===== config.mk =====
export PLATFORM = sky130hd
export DESIGN_NAME = ring_anim_sequencer
export DESIGN_NICKNAME = d
export VERILOG_FILES = /design/src/rtl/ring_anim_sequencer.sv
export SDC_FILE = /design/constraint.sdc
export NUM_CORES = 1
export LEC_CHECK = 0
export CAP_MARGIN = 30
export CORE_MARGIN = 1.5
export CORE_UTILIZATION = 25
export DETAILED_ROUTE_END_ITERATION = 16
export PLACE_DENSITY_LB_ADDON = 0.08
export SYNTH_ARGS = -nofsm -noshare
export SYNTH_HDL_FRONTEND = slang
export SYNTH_SLANG_ARGS = --single-unit
export TNS_END_PERCENT = 30

===== constraint.sdc =====
create_clock -name clk -period 4.2 [get_ports clk]
set_input_delay 0.42 -clock clk [delete_from_list [all_inputs] [get_ports clk]]
set_output_delay 0.42 -clock clk [all_outputs]
set_load 0.01 [all_outputs]

===== src/rtl/ring_anim_sequencer.sv =====
// ring_anim_sequencer
//   Frame-rate animation sequencer for the ring renderer. Advances a 10-bit
//   frame counter once per frame_tick and selects direction/grayscale either
//   from manual controls or from a fixed auto-demo cycle. Every update
//   (except capturing a step button edge) happens only on frame_tick cycles,
//   so the datapath never sees settings change mid-frame.
//
// Ports
//   clk, rst_n         clock (rising edge), asynchronous active-low reset
//   frame_tick         one-cycle pulse at frame origin
//   auto_en            1 = auto-demo sequence, 0 = manual controls
//   man_speed/dir/pause/gray  manual settings, sampled on frame_tick
//   step_req           button level; each rising edge requests one step
//                      while paused
//   frame              animation frame counter (mod 1024)
//   dir_out, gray_out  direction / grayscale applied to the ring datapath
//   seq_state          current sequencer state (see state_t)
//
// Handshake note: frame_tick is a strobe with no backpressure. Settings
// latched on a tick govern the frame increment of the following tick.
module ring_anim_sequencer #(
  parameter int DWELL_FRAMES = 256
) (
  input  logic       clk,
  input  logic       rst_n,
  input  logic       frame_tick,
  input  logic       auto_en,
  input  logic       man_speed,
  input  logic       man_dir,
  input  logic       man_pause,
  input  logic       man_gray,
  input  logic       step_req,
  output logic [9:0] frame,
  output logic       dir_out,
  output logic       gray_out,
  output logic [2:0] seq_state
);

  typedef enum logic [2:0] {
    MANUAL    = 3'd0,
    OUT_SLOW  = 3'd1,
    OUT_FAST  = 3'd2,
    IN_FAST   = 3'd3,
    IN_SLOW   = 3'd4,
    GRAY_HOLD = 3'd5
  } state_t;

  localparam logic [9:0] DWELL_LAST = 10'(DWELL_FRAMES - 1);

  state_t     state;
  logic [9:0] dwell_cnt;
  logic       speed_q;
  logic       pause_q;
  logic       step_q;
  logic       step_pending;

  state_t     next_state;
  logic [9:0] next_cnt;
  logic       next_speed;
  logic       next_dir;
  logic       next_pause;
  logic       next_gray;
  logic       step_edge;
  logic       paused;
  logic [9:0] frame_inc;

  assign seq_state = state;

  always_comb begin
    step_edge = step_req & ~step_q;
    paused    = (state == MANUAL) && pause_q;

    // Increment uses the settings latched on the previous tick.
    if (paused) frame_inc = step_pending ? 10'd1 : 10'd0;
    else        frame_inc = speed_q ? 10'd2 : 10'd1;

    next_state = state;
    next_cnt   = 10'd0;
    case (state)
      MANUAL: next_state = auto_en ? OUT_SLOW : MANUAL;
      OUT_SLOW, OUT_FAST, IN_FAST, IN_SLOW, GRAY_HOLD: begin
        if (!auto_en) begin
          next_state = MANUAL;
        end else if (dwell_cnt == DWELL_LAST) begin
          case (state)
            OUT_SLOW: next_state = OUT_FAST;
            OUT_FAST: next_state = IN_FAST;
            IN_FAST:  next_state = IN_SLOW;
            IN_SLOW:  next_state = GRAY_HOLD;
            default:  next_state = OUT_SLOW;
          endcase
        end else begin
          next_cnt = dwell_cnt + 10'd1;
        end
      end
      default: next_state = MANUAL;  // unused codes recover
    endcase

    // Settings belong to the state being entered, so outputs and seq_state
    // always agree.
    next_speed = 1'b0;
    next_dir   = 1'b0;
    next_pause = 1'b0;
    next_gray  = 1'b0;
    case (next_state)
      MANUAL: begin
        next_speed = man_speed;
        next_dir   = man_dir;
        next_pause = man_pause;
        next_gray  = man_gray;
      end
      OUT_FAST: next_speed = 1'b1;
      IN_FAST: begin
        next_speed = 1'b1;
        next_dir   = 1'b1;
      end
      IN_SLOW:   next_dir  = 1'b1;
      GRAY_HOLD: next_gray = 1'b1;
      default: ;
    endcase
  end

  always_ff @(posedge clk or negedge rst_n) begin
    if (!rst_n) begin
      state        <= MANUAL;
      dwell_cnt    <= 10'd0;
      frame        <= 10'd0;
      speed_q      <= 1'b0;
      pause_q      <= 1'b0;
      dir_out      <= 1'b0;
      gray_out     <= 1'b0;
      step_q       <= 1'b0;
      step_pending <= 1'b0;
    end else begin
      step_q <= step_req;
      if (frame_tick) begin
        frame     <= frame + frame_inc;
        state     <= next_state;
        dwell_cnt <= next_cnt;
        speed_q   <= next_speed;
        pause_q   <= next_pause;
        dir_out   <= next_dir;
        gray_out  <= next_gray;
        // Only a paused tick with nothing pending may capture an edge seen
        // in this same cycle; it is then consumed on the following tick.
        // Every other tick leaves no step outstanding.
        step_pending <= (paused && !step_pending) ? step_edge : 1'b0;
      end else if (step_edge) begin
        step_pending <= 1'b1;
      end
    end
  end

endmodule


==> results.toml, run 1 <==
[placed_design]
port_buffers = 23
gp_congestion = 0.724
post-place-ws_ns = 1.52
dpl.hpwl_um = 2610

[clock_tree]
cts_tree = "done"
cts_resized = 0
cts_root_buf = "clkbuf_8"
clkLatencyLatePin_ns = 0.27
postCtsSetupBuffers = 0
cts_buffers = 5
cts.sinks = 29
clock_path_buffers = 2
clkTransAtPathRegs_ns = 0.06
cts_max_level = 2
cts_hold_buf = 0

[yosys]
netlist_instances = 157
synth_nets = 170
synth_top_family_by_area = "simple AND/OR/NAND/NOR gates"
yosys_warnings = 0
synth_fa_ha_area_share_pct = 3.61
synth_seq_area_share_pct = 45.6
synth_xor_area_share_pct = 7.15
ys_types = 44
synth-simple-area-share_pct = 20.7
synth-edff-count = 0
ys_seq_elements = 29
synth.avg_cell_area_um2 = 10.1
synth_compound_area_share_pct = 14.5
synth_mux_area_share_pct = 5.34
postSynth.asyncResetShare_pct = 100
synth_flop_cell = "dfrtp_1"
synth_area_mm2 = 0.00159

[routing]
drt-initial-drc-count = 69
vias = 1264
drt_wl_total_um = 3690
drtAntennaViolNets = 0
drc_errors = 0
firstDrtPassIters = 4
routed_via_density = 4.84
wire_per_inst_um = 14.1

[finish]
seq_area_um2 = 726
drive_above_1_share_pct = 10.2
nets = 198
antenna_cells = 0
area_growth_pct = 25.3
multiInputGateArea_um2 = 817
nFillCells = 628

[timing]
rsz0062_at_grt = "false"
fin_ws_ns = 1.49
timing.final.crit_share_pct = 64.5
slew_viol_final = 0
fin_skew_ns = 0.00355
period_needed_ns = 2.71
setup_viol = 0
final_hold_viol_count = 0
clock.fmax_ghz = 0.369
tightest_slew_ns = 0.653
slew_headroom_pct = 56.3
finalSetupTns_ns = 0

[power_and_ir_drop]
peakVddDrop_uv = 233
swShare_pct = 30.4
leakage_nw = 0.838
combPwrFrac_pct = 27.6
p_sw_mw = 0.245
internal_power_mw = 0.561
p_seq_share_pct = 45.1
power.density_mw_per_mm2 = 404
p_clk_share_pct = 27.3

[global_route]
grt_antenna_before_repair = 0
grt-ovfl-total = 0
grt_max_degree = 24
grt_usage_pct = 11.7
grt_pass1_wl_um = 6440
first_global_vias = 1292

[worst_setup_path]
reg2reg_slack_ns = 1.49
r2r_start = "seq_state[2]"
slowest_stage = "or4b_2"
timing.rr.end = "frame[6]"
crit_chain = "or4b_2, nand2_1, inv_1, nor2_1, ha_1, inv_1, fa_1, nor2_1, nand2_1, xnor2_1"
crit_buf_inv = 2
arrival_ns = 2.86
worstSetupPathType = "reg -> reg"
crit_family = "simple AND/OR/NAND/NOR gates"
crit_path_start_kind = "register"
critPathMaxFanout = 12
worst_path_largest_cell_delay_ns = 0.75
required_ns = 4.36
worstSetupEndpointType = "register"
reg2reg_depth = 10

[worst_hold_path]
hold_end = "frame[9]"
hp-start = "frame[9]"
hold_path_class = "reg -> reg"
hold_depth = 1

[floorplanning]
die_area_mm2 = 0.00686
design.portCount = 24
coreArea_mm2 = 0.00603
fp.dieW_um = 82.8
row_count = 28
fp.dieH_um = 82.8
start_util_pct = 26.4

[flow_run]
maxCapViolations = 0

[status]
outcome = "finished clean"
worst reg2reg max path: stages, from the launching register on:
cell,delay (ns)
dfrtp_1,0.49
or4b_2,0.75
nand2_1,0.15
inv_1,0.07
nor2_1,0.12
ha_1,0.17
inv_1,0.06
fa_1,0.37
nor2_1,0.19
nand2_1,0.10
xnor2_1,0.13
layer usage:
layer | vias to the layer above | track usage, % | routed length [um]
met2 | 30 | 18.3 | 1680
met4 | 0 | 3.64 | 23
met5 | - | 0 | 0
met3 | 2 | 3.58 | 126
met1 | 619 | 15.4 | 1860
li1 | 613 | - | -
state kept, by name, summed over array words and instances (netlist names):
name	cells
dir_out	1
dwell_cnt	10
frame	10
gray_out	1
pause_q	1
seq_state	3
speed_q	1
step_pending	1
step_q	1
kinds of logic (layout without fill, tap and decap cells):
family / Yosys count / in the layout
and+or+nand+nor: 61 / 61
AOI/OAI and AO/OA: 29 / 29
DFF: 29 / 29
xor gates and xnor gates: 13 / 13
buffers and inverters: 13 / 42
muxes: 8 / 8
adders and majority gates: 4 / 4
stage by stage:
stage / instance area (um^2) / power [mW] / utilization, % / instances / hold slack [ns]
finish: 2000 / 0.807 / 33.1 / 261 / 0.487
global placement: 1920 / 0.592 / 31.8 / 253 / 0.475
floorplan: 1590 / 0.472 / - / 157 / 0.124
global route: 2000 / 0.868 / 33.1 / 261 / 0.518
CTS: 2000 / 0.822 / 33.1 / 261 / 0.495
detailed placement: 1920 / 0.591 / 31.8 / 253 / 0.480
power groups by stage:
stage / logic, mW / registers [mW] / clock network [mW]
finish: 0.223 / 0.364 / 0.220
detailed placement: 0.223 / 0.368 / 0
global route: 0.248 / 0.370 / 0.250
CTS: 0.229 / 0.364 / 0.229
global placement: 0.225 / 0.367 / 0
floorplan: 0.0958 / 0.376 / 0
cells in the final DEF, fill, tap and decap left out, types with 3 or more instances in the layout:
cell type | netlist | routed
a21oi_1 | 6 | 6
inv_1 | 8 | 8
clkbuf_8 | 0 | 5
o21ai_0 | 3 | 3
clkdlybuf4s50_1 | 0 | 23
ha_1 | 3 | 3
clkbuf_1 | 3 | 3
and3_1 | 3 | 3
mux2_2 | 4 | 4
dfrtp_1 | 29 | 29
xnor2_1 | 9 | 9
nand2_1 | 15 | 15
nor2b_1 | 3 | 3
o2bb2ai_1 | 3 | 3
nor2_1 | 20 | 20
a31oi_1 | 3 | 3
xor2_1 | 4 | 4
mux2i_1 | 4 | 4
nand3_1 | 7 | 7
area by class of cell:
cell class | count | area share (%)
clock buffers | 8 | 4.01
multi-input cells | 115 | 40.9
flip-flops and latches | 29 | 36.4
repair buffers | 25 | 12.3
well taps | 75 | 4.70
inverters | 9 | 1.69
worst max-delay path by stage:
stage | end | cells past startpoint | start | slack (ns)
after floorplan | frame[4] | 11 | seq_state[2] | 1.61
after global placement | frame[8] | 10 | seq_state[2] | 1.61
after detailed placement | frame[4] | 10 | seq_state[2] | 1.52
after CTS | frame[6] | 10 | seq_state[2] | 1.48
after global routing | frame[8] | 10 | seq_state[2] | 1.24
final | frame[6] | 10 | seq_state[2] | 1.49
Yosys cell counts, drive strengths merged, types with 2 or more instances:
cell type	instances	share of area (%)
xnor2	9	4.9
and3	4	1.6
o21ai	4	1.3
nor4b	2	2.0
nor2b	3	1.2
clkbuf	3	0.71
nand4	3	2.1
nand2	15	3.5
inv	8	1.9
ha	3	2.4
xor2	4	2.2
a31oi	3	1.2
mux2	4	2.8
o2bb2ai	3	1.6
a21oi	6	1.9
nor3	2	0.63
nand3	7	2.2
mux2i	4	2.5
o31ai	2	0.94
dfrtp	29	46
nor2	20	4.7
Note: power is estimated with default switching activity, not from simulation.
==> run 2, diff against run 1 <==
Clock period 4.2 ns to 2.7 ns, I/O delays scaled along.
==> run 2 against run 1 <==
Effect of this change: sequential share of layout area down 0.87 points; cell count grew 0.77%; via count grew 0.87%; cell area rose by 2.4%; wire length fell by 1.7%; non-clock buffer count up 3.
==> results.toml, run 2 (synthesis results as in run 1) <==
[status]
outcome = "finished clean"

[routing]
routed_via_density = 4.85
firstDrtPassIters = 4
drt_wl_total_um = 3630
vias = 1275
drc_errors = 0
drt-initial-drc-count = 85
wire_per_inst_um = 13.8
drtAntennaViolNets = 0

[placed_design]
post-place-ws_ns = 0.185
gp_congestion = 0.723
port_buffers = 23
dpl.hpwl_um = 2610

[global_route]
grt_max_degree = 30
grt_antenna_before_repair = 0
first_global_vias = 1306
grt_pass1_wl_um = 6450
grt_usage_pct = 11.6
grt-ovfl-total = 0

[timing]
slew_headroom_pct = 68.6
hold_slack_ns = 0.375
fin_ws_ns = 0.217
final_hold_viol_count = 0
finalSetupTns_ns = 0
clock.fmax_ghz = 0.403
period_needed_ns = 2.48
rsz0062_at_grt = "false"
slew_viol_final = 0
setup_viol = 0
tightest_slew_ns = 0.458
fin_skew_ns = 0.00680
timing.final.crit_share_pct = 92.0

[clock_tree]
cts_max_level = 2
cts.sinks = 29
cts_root_buf = "clkbuf_8"
cts_resized = 0
clkTransAtPathRegs_ns = 0.07
cts_tree = "done"
cts_buffers = 5
postCtsSetupBuffers = 0
clkLatencyLatePin_ns = 0.28
cts_hold_buf = 0
clock_path_buffers = 2

[worst_setup_path]
required_ns = 2.86
arrival_ns = 2.65
worstSetupEndpointType = "register"
worstSetupPathType = "reg -> reg"
critPathMaxFanout = 3
crit_path_start_kind = "register"

[floorplanning]
fp.dieW_um = 82.8
start_util_pct = 26.4
row_count = 28
design.portCount = 24
coreArea_mm2 = 0.00603
fp.dieH_um = 82.8
die_area_mm2 = 0.00686

[power_and_ir_drop]
p_clk_share_pct = 32.4
leakage_nw = 0.869
p_sw_mw = 0.382
peakVddDrop_uv = 410
internal_power_mw = 0.958
combPwrFrac_pct = 25.8
power.density_mw_per_mm2 = 655
p_seq_share_pct = 41.9
swShare_pct = 28.5

[finish]
layout_common_cells = "dfrtp_1, clkdlybuf4s50_1, nor2_1"
final_common_cell = "dfrtp_1"
antenna_cells = 0
drive_above_1_share_pct = 13.3
area_growth_pct = 28.4
nFillCells = 629
nets = 201

[worst_hold_path]
hold_path_class = "in -> async"

[flow_run]
maxCapViolations = 0
[run 2: changes by cell type in the layout (fill, tap and decap cells not counted)]
cell       before  now
clkbuf_1        3    0
bufinv_16       0    1
buf_4           2    5
nor2_2          0    1
nor2_1         20   19
clkinv_2        0    1
[run 2: worst paths after layout]
kind                                   start      endpoint  slack [ns]  depth (start not counted)
worst min-delay path                   rst_n        step_q        0.38                          2
max in group asynchronous              rst_n  dwell_cnt[8]        2.04                          2
min in group clk                    step_req        step_q        0.46                          1
worst min register to register      frame[9]      frame[9]        0.48                          1
worst max register to register  seq_state[2]      frame[6]        0.22                         10
worst max-delay path            seq_state[2]      frame[6]        0.22                         10
[run 2: area by class of cell]
| class | instances | area, um^2 | area share, % |
|---|---|---|---|
| clock buffers | 5 | 68.8 | 3.37 |
| inverters | 9 | 33.8 | 1.65 |
| clock inverters | 2 | 35.0 | 1.71 |
| multi-input cells | 115 | 820 | 40.1 |
| repair buffers | 28 | 268 | 13.1 |
| flip-flops and latches | 29 | 726 | 35.5 |
| well taps | 75 | 93.8 | 4.59 |
[run 2: metrics by stage]
| step | utilization [%] | instances | power [mW] | area, um^2 |
|---|---|---|---|---|
| after global routing | 33.9 | 263 | 1.43 | 2040 |
| after global placement | 32.2 | 256 | 0.916 | 1940 |
| after CTS | 33.9 | 263 | 1.36 | 2040 |
| after floorplan | - | 157 | 0.734 | 1590 |
| final | 33.9 | 263 | 1.34 | 2040 |
| after detailed placement | 32.2 | 256 | 0.912 | 1940 |
[run 2: power groups by stage]
stage	Sequential, mW	Combinational [mW]	Clock [mW]
after CTS	0.562	0.348	0.447
after global routing	0.574	0.383	0.470
after global placement	0.567	0.348	0
after floorplan	0.585	0.149	0
final	0.561	0.345	0.433
after detailed placement	0.566	0.345	0
[run 2: metal layers]
layer | up-vias | track usage, % | part of all wire, % | routed length, um
met1 | 607 | 16.4 | 51 | 1850
met3 | 9 | 2.98 | 3.8 | 139
met4 | 0 | 4.85 | 1.8 | 65
met2 | 38 | 16.8 | 43 | 1580
li1 | 621 | - | - | -
met5 | - | 0 | 0 | 0
[run 2: critical path, cell delays in order (launching register included)]
cell	delay, ns
dfrtp_1	0.38
or4b_2	0.69
nand2_1	0.14
inv_1	0.07
nor2_1	0.11
ha_1	0.17
inv_1	0.05
fa_1	0.38
nor2_2	0.16
nand2_1	0.09
xnor2_1	0.12
==> run 3, diff against run 2 <==
Settings changed: CELL_PAD_IN_SITES_DETAIL_PLACEMENT from default to 1, CELL_PAD_IN_SITES_GLOBAL_PLACEMENT from default to 2, TNS_END_PERCENT 30 to 20.
Clock period 2.7 ns to 2 ns, I/O delays scaled along.
==> run 3 against run 2 <==
Effect of this change: first-iteration DRC count down 55%; flip-flop and latch count unchanged; global-route usage grew 1.3 points; largest cell class unchanged; total power rose by 45%; critical path depth stayed put; clock power up 45%; count of clock-buffer cells in the layout increased by 2; the flow now finishes with violations (negative setup slack); via count grew 5.6%; worst setup slack worse by 0.38 ns.
==> results.toml, run 3 (synthesis results as in run 1) <==
[timing]
period_needed_ns = 2.16
rsz0062_at_grt = "true"
fin_skew_ns = 0.00667
tightest_slew_ns = 0.375
clock.fmax_ghz = 0.463
fin_ws_ns = -0.159
slew_headroom_pct = 74.8
setup_viol = 8
timing.final.crit_share_pct = 108
slew_viol_final = 0
hold_slack_ns = 0.312
final_hold_viol_count = 0

[clock_tree]
clkLatencyLatePin_ns = 0.28
cts.sinks = 29
cts_root_buf = "clkbuf_8"
cts_buffers = 5
clock_path_buffers = 2
cts_max_level = 2
cts_tree = "done"
clkTransAtPathRegs_ns = 0.07

[worst_setup_path]
crit_path_start_kind = "register"
timing.rr.end = "frame[4]"
required_ns = 2.16
worstSetupEndpointType = "register"
r2r_start = "seq_state[1]"
arrival_ns = 2.32
critPathMaxFanout = 3
worstSetupPathType = "reg -> reg"
reg2reg_depth = 10
reg2reg_slack_ns = -0.16

[finish]
seq_area_um2 = 727
final_common_cell = "dfrtp_1"
antenna_cells = 0
nFillCells = 681
layout_common_cells = "dfrtp_1, clkdlybuf4s50_1, buf_4"
drive_above_1_share_pct = 26.3
multiInputGateArea_um2 = 893
design_area_mm2 = 0.00225
nets = 217
area_growth_pct = 41.6

[status]
violations = "negative setup slack"
outcome = "complete, but fails checks"

[global_route]
grt-ovfl-total = 0
grt_use_met3_pct = 2.88
grt_usage_pct = 12.9
grt_max_degree = 30
busiest_layer = "met2"
use_met1_pct = 15.9
grt_pass1_wl_um = 7200
use_met2_pct = 22.2
first_global_vias = 1505
grt_antenna_before_repair = 0

[floorplanning]
fp.dieH_um = 82.8
die_area_mm2 = 0.00686
fp.dieW_um = 82.8
start_util_pct = 26.4
row_count = 28
coreArea_mm2 = 0.00603
design.portCount = 24

[worst_hold_path]
hold_path_class = "in -> async"

[placed_design]
dpl-instance-area_mm2 = 0.00207
gp_congestion = 0.757
port_buffers = 23
dpl.hpwl_um = 3130

[power_and_ir_drop]
peakVddDrop_uv = 414
power.density_mw_per_mm2 = 859
leakage_nw = 0.962

[routing]
wire_per_inst_um = 14.7
firstDrtPassIters = 4
drt_wl_total_um = 4110
drtAntennaViolNets = 0
routed_via_density = 4.81
drc_errors = 0
drt-initial-drc-count = 38
vias = 1346

[flow_run]
maxCapViolations = 0
==> run 3: final cells by class <==
cell class / count / share of cell area (%)
timing repair buffer: 44 / 17.2
multi-input combinational: 115 / 39.6
inverter: 9 / 1.61
sequential: 29 / 32.2
clock inverter: 1 / 1.33
tap: 75 / 4.16
clock buffer: 7 / 3.83
==> run 3: per-stage QoR <==
step	util [%]	power [mW]	cells	setup slack [ns]	TNS, ns
2_1_floorplan	-	1.01	157	-0.277	-1.57
3_3_place_gp	34.3	1.26	271	-0.201	-1.14
5_1_grt	37.4	2.05	280	-0.267	-1.82
6_report	37.4	1.94	280	-0.159	-0.875
4_1_cts	36.6	1.95	280	-0.225	-1.58
3_5_place_dp	34.3	1.28	271	-0.270	-1.77
==> run 3: per-layer routing <==
layer	wire [um]	part of all wire, %	vias up
li1	-	-	650
met1	1900	46	676
met2	2070	50	18
met3	120	2.9	2
met4	23	0.56	0
met5	0	0	-
==> run 3: how the worst max path moves through the flow <==
stage | from | endpoint | slack [ns] | cells after the start
floorplan | seq_state[2] | frame[4] | -0.28 | 11
global placement | seq_state[2] | frame[8] | -0.20 | 10
detailed placement | seq_state[1] | frame[4] | -0.27 | 10
CTS | seq_state[1] | frame[4] | -0.23 | 10
global route | seq_state[1] | frame[4] | -0.27 | 10
finish | seq_state[1] | frame[4] | -0.16 | 10
==> run 3: what timing repair did <==
item	4_1_cts	5_1_grt
pin swaps	2	3
gates resized for setup	3	11
buffers inserted	1	0
hold buffers	0	0
setup endpoints to repair	11	14
==> run 3: where the power goes <==
group / internal, mW / leakage, nW / switching [mW]
logic: 0.302 / 0.525 / 0.240
clock network: 0.406 / 0.0585 / 0.224
registers: 0.672 / 0.378 / 0.0923
total: 1.38 / 0.962 / 0.557
==> run 3: critical path, stage by stage (launching register included) <==
cell	delay [ns]
dfrtp_1	0.38
or4b_4	0.56
nand2_4	0.09
inv_4	0.04
nor2_4	0.09
ha_4	0.14
inv_2	0.03
fa_2	0.36
nor2_4	0.13
nand2_1	0.08
xnor2_1	0.13
